### src/rtl/mem_access.sv
// Memory pipeline stage: byte-lane steering, req/gnt/rvalid data-memory handshake with timeout,
// load alignment and extension. Define MEM_MISALIGN_TRAP_EN to trap misaligned accesses.
package mem_access_pkg;
    typedef enum logic [1:0] {
        BYTE = 2'd0,
        HALF = 2'd1,
        WORD = 2'd2
    } data_size_e;
endpackage

module mem_access
    import mem_access_pkg::*;
#(
    parameter int MAX_WAIT = 16
) (
    input  logic             clk,
    input  logic             rst,
    input  logic [4:0]       sel_rd_i,
    input  logic             mem_re_i,
    input  logic             mem_we_i,
    input  data_size_e       mem_size_i,
    input  logic             mem_unsigned_i,
    input  logic [31:0]      addr_i,
    input  logic [31:0]      wdata_i,
    output logic             stall_o,
    output logic             dmem_req_o,
    output logic             dmem_we_o,
    output logic [31:0]      dmem_addr_o,
    output logic [3:0]       dmem_be_o,
    output logic [31:0]      dmem_wdata_o,
    input  logic             dmem_gnt_i,
    input  logic             dmem_rvalid_i,
    input  logic [31:0]      dmem_rdata_i,
    output logic [4:0]       sel_rd_o,
    output logic             rd_we_o,
    output logic [31:0]      rd_data_o,
    output logic             err_o,
    output logic             misalign_o
);
    localparam int CW = $clog2(MAX_WAIT);

    typedef enum logic [1:0] {IDLE, REQ, RESP} state_e;

    state_e        state_q, state_d;
    logic [CW-1:0] cnt_q, cnt_d;
    logic [31:0]   addr_q, addr_d;
    data_size_e    size_q, size_d;
    logic          uns_q, uns_d;
    logic          we_q, we_d;
    logic [4:0]    rd_q, rd_d;
    logic [3:0]    be_q, be_d;
    logic [31:0]   wdata_q, wdata_d;
    logic [4:0]    sel_rd_q, sel_rd_d;
    logic          rd_we_q, rd_we_d;
    logic [31:0]   rd_data_q, rd_data_d;
    logic          err_q, err_d;
    logic          mis_q, mis_d;

    logic          mem_op, trap, timeout;
    logic [3:0]    be_new;
    logic [31:0]   wdata_new;
    logic [7:0]    byte_v;
    logic [15:0]   half_v;
    logic [31:0]   ext;

    assign mem_op  = mem_re_i | mem_we_i;
    assign timeout = (cnt_q == CW'(MAX_WAIT - 1));

`ifdef MEM_MISALIGN_TRAP_EN
    logic misaligned;
    assign misaligned = (mem_size_i == HALF) ? addr_i[0]
                                             : ((mem_size_i != BYTE) && (addr_i[1:0] != 2'b00));
    assign trap = mem_op & misaligned;
`else
    assign trap = 1'b0;
`endif

    // HALF ignores a[0] and WORD ignores a[1:0], so untrapped misaligned ops round down.
    always_comb begin
        be_new    = 4'hF;
        wdata_new = wdata_i;
        case (mem_size_i)
            BYTE: begin
                be_new    = 4'b0001 << addr_i[1:0];
                wdata_new = {4{wdata_i[7:0]}};
            end
            HALF: begin
                be_new    = 4'b0011 << {addr_i[1], 1'b0};
                wdata_new = {2{wdata_i[15:0]}};
            end
            default: ;
        endcase
    end

    always_comb begin
        byte_v = dmem_rdata_i[{addr_q[1:0], 3'b000} +: 8];
        half_v = dmem_rdata_i[{addr_q[1], 4'b0000} +: 16];
        case (size_q)
            BYTE:    ext = {{24{~uns_q & byte_v[7]}}, byte_v};
            HALF:    ext = {{16{~uns_q & half_v[15]}}, half_v};
            default: ext = dmem_rdata_i;
        endcase
    end

    always_comb begin
        state_d    = state_q;
        cnt_d      = cnt_q;
        addr_d     = addr_q;
        size_d     = size_q;
        uns_d      = uns_q;
        we_d       = we_q;
        rd_d       = rd_q;
        be_d       = be_q;
        wdata_d    = wdata_q;
        sel_rd_d   = sel_rd_q;
        rd_data_d  = rd_data_q;
        rd_we_d    = 1'b0;
        err_d      = 1'b0;
        mis_d      = 1'b0;
        stall_o    = 1'b0;
        dmem_req_o = 1'b0;
        case (state_q)
            IDLE: begin
                if (trap) begin
                    mis_d = 1'b1;
                end else if (mem_op) begin
                    stall_o = 1'b1;
                    state_d = REQ;
                    cnt_d   = '0;
                    addr_d  = addr_i;
                    size_d  = mem_size_i;
                    uns_d   = mem_unsigned_i;
                    we_d    = mem_we_i;
                    rd_d    = sel_rd_i;
                    be_d    = be_new;
                    wdata_d = wdata_new;
                end else begin
                    sel_rd_d  = sel_rd_i;
                    rd_data_d = addr_i;
                    rd_we_d   = (sel_rd_i != 5'd0);
                end
            end
            REQ: begin
                dmem_req_o = 1'b1;
                stall_o    = 1'b1;
                cnt_d      = cnt_q + CW'(1);
                // A store grant retires even in the final wait cycle; a load grant there does not.
                if (dmem_gnt_i && we_q) begin
                    state_d = IDLE;
                    stall_o = 1'b0;
                end else if (timeout) begin
                    state_d = IDLE;
                    stall_o = 1'b0;
                    err_d   = 1'b1;
                end else if (dmem_gnt_i) begin
                    state_d = RESP;
                end
            end
            RESP: begin
                stall_o = ~dmem_rvalid_i;
                cnt_d   = cnt_q + CW'(1);
                if (dmem_rvalid_i) begin
                    state_d   = IDLE;
                    sel_rd_d  = rd_q;
                    rd_data_d = ext;
                    rd_we_d   = (rd_q != 5'd0);
                end else if (timeout) begin
                    state_d = IDLE;
                    stall_o = 1'b0;
                    err_d   = 1'b1;
                end
            end
            default: state_d = IDLE;
        endcase
    end

    always_ff @(posedge clk) begin
        if (rst) begin
            state_q   <= IDLE;
            cnt_q     <= '0;
            addr_q    <= '0;
            size_q    <= BYTE;
            uns_q     <= 1'b0;
            we_q      <= 1'b0;
            rd_q      <= '0;
            be_q      <= '0;
            wdata_q   <= '0;
            sel_rd_q  <= '0;
            rd_we_q   <= 1'b0;
            rd_data_q <= '0;
            err_q     <= 1'b0;
            mis_q     <= 1'b0;
        end else begin
            state_q   <= state_d;
            cnt_q     <= cnt_d;
            addr_q    <= addr_d;
            size_q    <= size_d;
            uns_q     <= uns_d;
            we_q      <= we_d;
            rd_q      <= rd_d;
            be_q      <= be_d;
            wdata_q   <= wdata_d;
            sel_rd_q  <= sel_rd_d;
            rd_we_q   <= rd_we_d;
            rd_data_q <= rd_data_d;
            err_q     <= err_d;
            mis_q     <= mis_d;
        end
    end

    assign dmem_we_o    = we_q;
    assign dmem_addr_o  = {addr_q[31:2], 2'b00};
    assign dmem_be_o    = be_q;
    assign dmem_wdata_o = wdata_q;
    assign sel_rd_o     = sel_rd_q;
    assign rd_we_o      = rd_we_q;
    assign rd_data_o    = rd_data_q;
    assign err_o        = err_q;
    assign misalign_o   = mis_q;
endmodule

### config.mk
export PLATFORM = sky130hd
export DESIGN_NAME = mem_access
export DESIGN_NICKNAME = d
export VERILOG_FILES = /design/src/rtl/mem_access.sv
export SDC_FILE = /design/constraint.sdc
export NUM_CORES = 1
export LEC_CHECK = 0
export BUFFER_PORTS_ARGS = -buffer_cell sky130_fd_sc_hd__clkbuf_2
export CORE_UTILIZATION = 45
export DETAILED_ROUTE_END_ITERATION = 8
export HOLD_SLACK_MARGIN = 0.05
export PLACE_DENSITY = 0.79
export REMOVE_ABC_BUFFERS = 1
export SETUP_SLACK_MARGIN = 0.4
export SKIP_CTS_REPAIR_TIMING = 1
export SLEW_MARGIN = 20
export SYNTH_ARGS = -nofsm -noshare
export SYNTH_HDL_FRONTEND = slang
export SYNTH_SLANG_ARGS = --single-unit
export TNS_END_PERCENT = 50
### constraint.sdc
create_clock -name clk -period 2.7 [get_ports clk]
set_clock_uncertainty 0.2 [all_clocks]
set_input_delay 0.135 -clock clk [delete_from_list [all_inputs] [get_ports clk]]
set_output_delay 0.135 -clock clk [all_outputs]
set_load 0.05 [all_outputs]
=== Word-level counts from Yosys, hierarchy flattened ===
Index checks and enable logic that the tools add are counted.

* Output and inout port bits: 111
* Word-level logic and storage cells: 78
* Memory bits (read-only): 0
* Memories kept: 0
* RAM bits: 0
* Register bits after elaboration: 122
* Latch bits: 0
* Input bits: 110

* Div/mod/pow operators: 0
* Reductions and logical operators: 13
* Shift operators: 4
* Order comparisons: 0
* Multipliers: 0
* Eq/ne operators: 10
* $add $sub $neg: 1
* Bitwise operators: 5
* Mux-type cells: 32

{| class="wikitable"
|+ Operators with widths
! operator !! count
|-
| 32-bit one-hot mux with 2 select lines || 3
|-
| 32-bit 2-to-1 mux || 2
|-
| 32-bit by 6-bit indexed part select with 16-bit output || 1
|-
| 32-bit by 6-bit indexed part select with 8-bit output || 1
|-
| 4-bit one-hot mux with 2 select lines || 2
|-
| 2-bit 2-to-1 mux || 6
|-
| 1-bit 2-to-1 mux || 11
|-
| 5-bit 2-to-1 mux || 2
|-
| 5-bit one-hot mux with 2 select lines || 1
|-
| 5-bit nonzero test || 2
|-
| 2-bit by 1-bit equality test with 1-bit output, second input constant || 3
|-
| 2-bit zero test || 3
|-
| 2-bit != test, second input constant || 3
|-
| 2-bit one-hot mux with 3 select lines || 1
|-
| 3-bit AND reduction || 2
|-
| 4-bit by 1-bit adder with 4-bit output, second input constant || 1
|-
| 4-bit equality test, second input constant || 1
|-
| 4-bit 2-to-1 mux || 1
|-
| 4-bit != test, second input constant || 1
|-
| 1-bit one-hot mux with 2 select lines || 2
|-
| 2-bit AND reduction || 2
|-
| 2-bit nonzero test || 2
|-
| 1-bit by 2-bit left shift with 4-bit output, first input constant || 1
|-
| 2-bit by 2-bit left shift with 4-bit output, first input constant || 1
|-
| other kinds (8) || 10
|}

=== Longest topological paths before layout ===
* Depth after elaboration: 5
* Depth in mapped cells: 9
* Mapped depth without buffers: 6

=== Least setup slack after synthesis ===
OpenSTA, ideal clock, no wires.

* Path type: flip-flop to output port
* From: reg state_q[1]
* To: out stall_o
* Data arrival time: 2.087 ns
* Cell stages (with the launch flop): 6
* Buffers on the path: 0
* Setup slack: 0.278 ns
* Data required time: 2.365 ns
* Cell sequence: dfxtp_1 -> inv_1 -> ha_1 -> a21boi_0 -> o21ai_0 -> a21oi_1

* Word-level cells in the longest chain between the ends: 2
* Elaborated cells between the ends (all ways): 4

{| class="wikitable"
|+ Ends and longest elaborated chain
! what !! RTL line !! text
|-
| start, declared || 44 || <nowiki>state_e state_q, state_d;</nowiki>
|-
| start signal, assigned || 194 || <nowiki>state_q <= state_d;</nowiki>
|-
| 2-bit equality test, or another cell as far along || 122 || <nowiki>case (state_q)</nowiki>
|-
| 1-bit one-hot mux with 3 select lines * || 122 ||
|-
| end, declared || 25 || <nowiki>output logic stall_o,</nowiki>
|}

Mark *: on every way between the ends. The rest lies on a longest branch, timed or not.

=== Final worst setup path ===
* From: reg state_q[1]
* To: reg rd_data_q[24], in the netlist rd_data_o[24]

* Word-level cells in the longest chain between the ends: 3
* Elaborated cells between the ends (all ways): 7

{| class="wikitable"
|+ Ends and longest elaborated chain
! what !! RTL line !! text
|-
| 2-bit equality test or 2-bit zero test (tied branches) || 122 ||
|-
| 2-bit != test (no line) or 2-bit nonzero test (tied branches) || n/a ||
|-
| 3-bit AND reduction (no line) || n/a ||
|-
| end signal, assigned || 205 || <nowiki>rd_data_q <= rd_data_d;</nowiki>
|-
| end, declared || 55 || <nowiki>logic [31:0] rd_data_q, rd_data_d;</nowiki>
|}

Parallel ways exist; a longest one is shown, timed or not.
A chain may end at the register's enable or synchronous reset.

==> impl_metrics.xml <==
<?xml version="1.0" encoding="UTF-8"?>
<metrics>
  <group name="status">
    <metric name="result_of_the_run" unit="">completed</metric>
  </group>
  <group name="detailed_routing">
    <metric name="wire_length_reported_by_the_detailed_router" unit="um">21610</metric>
    <metric name="first_iter_violations" unit="">531</metric>
    <metric name="wl_per_cell" unit="um">18.09</metric>
    <metric name="dr.pass1.iters" unit="">5</metric>
    <metric name="detail_route.drc_violations" unit="">0</metric>
    <metric name="detail-route-antenna-nets" unit="">0</metric>
    <metric name="dr_total_vias" unit="">6591</metric>
    <metric name="post_drt_via_cell_ratio" unit="">5.515</metric>
  </group>
  <group name="clock_tree">
    <metric name="htreeDepth" unit="">4</metric>
    <metric name="cts.sinks" unit="">122</metric>
    <metric name="cts.clk_slew.worst_paths" unit="ps">60</metric>
    <metric name="cts_inserted_buffers" unit="">17</metric>
    <metric name="insertion_delay_of_the_later_clocked_pin_in_the_worst_skew_pair" unit="ps">420</metric>
    <metric name="cts-root-buf" unit="">sky130_fd_sc_hd__clkbuf_16</metric>
    <metric name="ctsLongestPathBuffers" unit="">2</metric>
    <metric name="cts_tree" unit="">built</metric>
  </group>
  <group name="worst_setup_path">
    <metric name="path_class" unit="">reg -&gt; reg</metric>
    <metric name="timing.critical_path.arrival" unit="ps">2390</metric>
    <metric name="critical_path.max_fanout" unit="">24</metric>
    <metric name="data_required_time_of_the_critical_path" unit="ps">2820</metric>
    <metric name="crit_path_start_kind" unit="">flip-flop</metric>
    <metric name="critical_path.cell_chain" unit="">inv_1, ha_4, o21a_4, nor3_4, buf_12, clkbuf_16, o21ai_0, a221oi_1</metric>
    <metric name="crit_path_top_delay_cell" unit="">sky130_fd_sc_hd__dfxtp_1</metric>
    <metric name="crit_path_end_kind" unit="">flip-flop</metric>
    <metric name="worst_path_largest_cell_delay" unit="ps">400</metric>
  </group>
  <group name="grt">
    <metric name="gr-usage-met2" unit="%">41.94</metric>
    <metric name="grt_use_total" unit="%">25.56</metric>
    <metric name="grt_antenna_before_repair" unit="">0</metric>
    <metric name="grt.busiest_layer" unit="">met2</metric>
    <metric name="grt_util_met1" unit="%">30.29</metric>
    <metric name="vias_in_the_first_global_route" unit="">5447</metric>
    <metric name="maximum_number_of_pins_on_one_net_before_global_route_repair" unit="">77</metric>
    <metric name="grt_remaining_overflow" unit="">0</metric>
    <metric name="grt_util_met3" unit="%">7.928</metric>
    <metric name="grt_pass1_wl" unit="um">27860</metric>
  </group>
  <group name="synth">
    <metric name="synth-seq-cells" unit="">122</metric>
    <metric name="yosysUniqueCellTypes" unit="">51</metric>
    <metric name="yosysTopAreaCellShare" unit="%">40.79</metric>
    <metric name="yosysSeqAreaShare" unit="%">40.79</metric>
    <metric name="synth_top_area_cell" unit="">sky130_fd_sc_hd__dfxtp_1</metric>
    <metric name="syn_inst" unit="">740</metric>
    <metric name="synth-async-reset-ratio" unit="%">0</metric>
    <metric name="ys_warn_count" unit="">0</metric>
    <metric name="synth_area" unit="sq um">5987</metric>
    <metric name="yosys_most_used_dff" unit="">sky130_fd_sc_hd__dfxtp_1</metric>
    <metric name="syn-mean-instance-area" unit="sq um">8.091</metric>
    <metric name="synth_top_cells_by_area" unit="">sky130_fd_sc_hd__dfxtp_1 41%, sky130_fd_sc_hd__nand2_1 11%, sky130_fd_sc_hd__a21oi_1 6.0%, sky130_fd_sc_hd__mux2i_1 5.9%, sky130_fd_sc_hd__buf_4 4.5%</metric>
    <metric name="number_of_flops_mapped_to_enable_cells_by_yosys" unit="">0</metric>
  </group>
  <group name="place">
    <metric name="estimated_wirelength_of_the_detail_placed_design" unit="um">12210</metric>
    <metric name="dpl-instance-area" unit="sq um">6913</metric>
    <metric name="buffer_ports.inserted" unit="">217</metric>
    <metric name="gpl.final_weighted_congestion" unit="">0.8447</metric>
    <metric name="placed_cells_incl_taps" unit="">1051</metric>
  </group>
  <group name="timing">
    <metric name="report.final.slew_viol_count" unit="">0</metric>
    <metric name="max-slew-margin-rel" unit="%">45.26</metric>
    <metric name="final.min_clock_period" unit="ps">2271</metric>
    <metric name="worstMarginPinSlew" unit="ps">821.0</metric>
    <metric name="setup_viol" unit="">0</metric>
    <metric name="tightest_hold_margin" unit="ps">52.00</metric>
    <metric name="timing.setup.tns" unit="ps">0</metric>
    <metric name="max_freq" unit="MHz">440.3</metric>
    <metric name="rsz0062_at_grt" unit="">false</metric>
    <metric name="final_hold_violation_count" unit="">0</metric>
    <metric name="finalCritPeriodShare" unit="%">84.11</metric>
  </group>
  <group name="floorplan">
    <metric name="die-area" unit="sq um">13770</metric>
    <metric name="pin_count" unit="">221</metric>
    <metric name="placeableCoreArea" unit="sq um">12770</metric>
    <metric name="floorplan.initialDensity" unit="%">46.87</metric>
    <metric name="row_count" unit="">41</metric>
    <metric name="die_height" unit="um">117.3</metric>
    <metric name="floorplan.die.width" unit="um">117.3</metric>
  </group>
  <group name="cells_and_area">
    <metric name="final_cell_area" unit="sq um">8825</metric>
    <metric name="antennaDiodeCount" unit="">0</metric>
    <metric name="fin_nets" unit="">1125</metric>
    <metric name="area_growth" unit="%">47.40</metric>
    <metric name="fillerInstances" unit="">930</metric>
    <metric name="drive_above_1_share" unit="%">30.30</metric>
    <metric name="layoutNonFillerInstCount" unit="">1195</metric>
  </group>
  <group name="power">
    <metric name="power.density_cell_area" unit="nW/um^2">834.2</metric>
    <metric name="p_clk_share" unit="%">34.4</metric>
    <metric name="leakage" unit="nW">3.938</metric>
    <metric name="vdd_drop_max" unit="mV">0.5653</metric>
    <metric name="p_int" unit="mW">4.564</metric>
    <metric name="power_frac_comb" unit="%">35.3</metric>
    <metric name="sw_frac_of_total" unit="%">38.01</metric>
    <metric name="seqPwrFrac" unit="%">30.3</metric>
    <metric name="power_switching" unit="mW">2.798</metric>
  </group>
  <group name="flow_run">
    <metric name="maxCapViolCount" unit="">0</metric>
  </group>
  <group name="worst_hold_path">
    <metric name="worst_hold_path_type" unit="">in -&gt; reg</metric>
  </group>
</metrics>
==> worst max-delay path: cells and delay by family (launching register included) <==
| family | cells | cell delay [ps] |
|---|---|---|
| DFF | 1 | 400 |
| adders and majority gates | 1 | 220 |
| buffers and inverters | 3 | 490 |
| and+or+nand+nor | 1 | 220 |
| AOI/OAI and AO/OA | 3 | 630 |
==> power by group through the flow <==
| stage | Clock (mW) | Combinational (mW) | Sequential [mW] |
|---|---|---|---|
| 2_1_floorplan | 0 | 0.796 | 3.04 |
| 3_3_place_gp | 0 | 2.20 | 2.25 |
| 3_5_place_dp | 0 | 2.22 | 2.26 |
| 4_1_cts | 2.55 | 2.23 | 2.22 |
| 5_1_grt | 2.63 | 2.73 | 2.26 |
| 6_report | 2.53 | 2.60 | 2.23 |
==> synth_stat cells, drive strengths merged, types with 3 or more instances <==
master	instances
inv	21
a221oi	18
or2	9
o221ai	7
a211oi	13
mux2	9
a2111oi	7
nor2b	11
or4	3
nor3	4
clkbuf	42
nor2	34
a311oi	8
mux2i	35
nand2b	8
o221a	7
ha	5
nand2	172
a21oi	72
a31oi	4
dfxtp	122
o21ai	53
buf	47
nand3	6
==> sequential cells by signal (all words and copies together), names as in the netlist <==
name / cells
addr_q: 32
size_q: 2
cnt_q: 4
rd_q: 5
uns_q: 1
sel_rd_o: 5
dmem_wdata_o: 32
rd_data_o: 32
dmem_we_o: 1
state_q: 2
err_o: 1
dmem_be_o: 4
rd_we_o: 1
==> through the flow <==
step / power [mW] / setup slack [ps] / utilization (%)
global route: 7.624 / 340.6 / 69.09
finish: 7.361 / 429.0 / 69.09
global placement: 4.450 / 354.8 / 54.12
floorplan: 3.834 / -993.9 / -
CTS: 7.004 / 41.74 / 59.20
detailed placement: 4.484 / 257.3 / 54.12
==> area by class of cell <==
type / instances / area (sq um) / area share (%)
timing repair buffer: 337 / 2396 / 27.15
clock inverter: 13 / 196.4 / 2.226
tap: 172 / 215.2 / 2.439
multi-input combinational: 511 / 3043 / 34.48
clock buffer: 19 / 452.9 / 5.133
inverter: 21 / 78.83 / 0.8932
sequential: 122 / 2442 / 27.68
==> cells by family (layout without fill, tap and decap cells) <==
logic type               count (synthesis)  in the layout  synth area share, %
AND/OR/NAND/NOR                        257            257                18.50
AO/OA/AOI/OAI                          201            202                22.34
flip-flops                             122            122                40.79
buffers and inverters                  110            390                9.655
multiplexers                            44             44                7.607
adder cells (fa/ha/maj)                  5              5                1.045
other                                    1              3              0.06264
==> worst paths after layout <==
kind / to / start / slack, ps / depth (start not counted)
max reg2reg: rd_data_o[24]$_SDFFE_PP0P_ / state_q[1]$_SDFFE_PP0P_ / 430 / 8
min: rd_data_o[9]$_SDFFE_PP0P_ / dmem_rdata_i[9] / 50 / 4
min reg2reg: dmem_wdata_o[30]$_SDFFE_PP0P_ / dmem_wdata_o[30]$_SDFFE_PP0P_ / 250 / 2
max: rd_data_o[24]$_SDFFE_PP0P_ / state_q[1]$_SDFFE_PP0P_ / 430 / 8
==> routing by layer <==
| metal | share of wire (%) | wire (um) | up-vias |
|---|---|---|---|
| li1 | - | - | 3091 |
| met1 | 39 | 8372 | 3083 |
| met2 | 49 | 10630 | 361 |
| met3 | 9.2 | 1983 | 56 |
| met4 | 2.9 | 628 | 0 |
| met5 | 0 | 0 | - |
==> placed cells by master, fill, tap and decap left out, drive strengths merged, types with 4 or more instances in the layout <==
cell         netlist  layout
a311oi             8       8
a2111oi            7       7
or2                9       9
dlygate4sd3        0     104
nor2              34      34
nor2b             11      11
a221oi            18      18
a31oi              4       4
dfxtp            122     122
o221ai             7       7
a211oi            13      13
ha                 5       5
mux2i             35      35
nand2b             8       8
clkinv             0       6
clkbuf            42     238
o221a              7       7
nor3               4       4
a21oi             72      72
mux2               9       9
nand3              6       6
inv               21      22
buf               47      14
o21ai             53      53
bufinv             0       5
nand2            172     172
No activity file was read; power rests on OpenSTA's default activity.
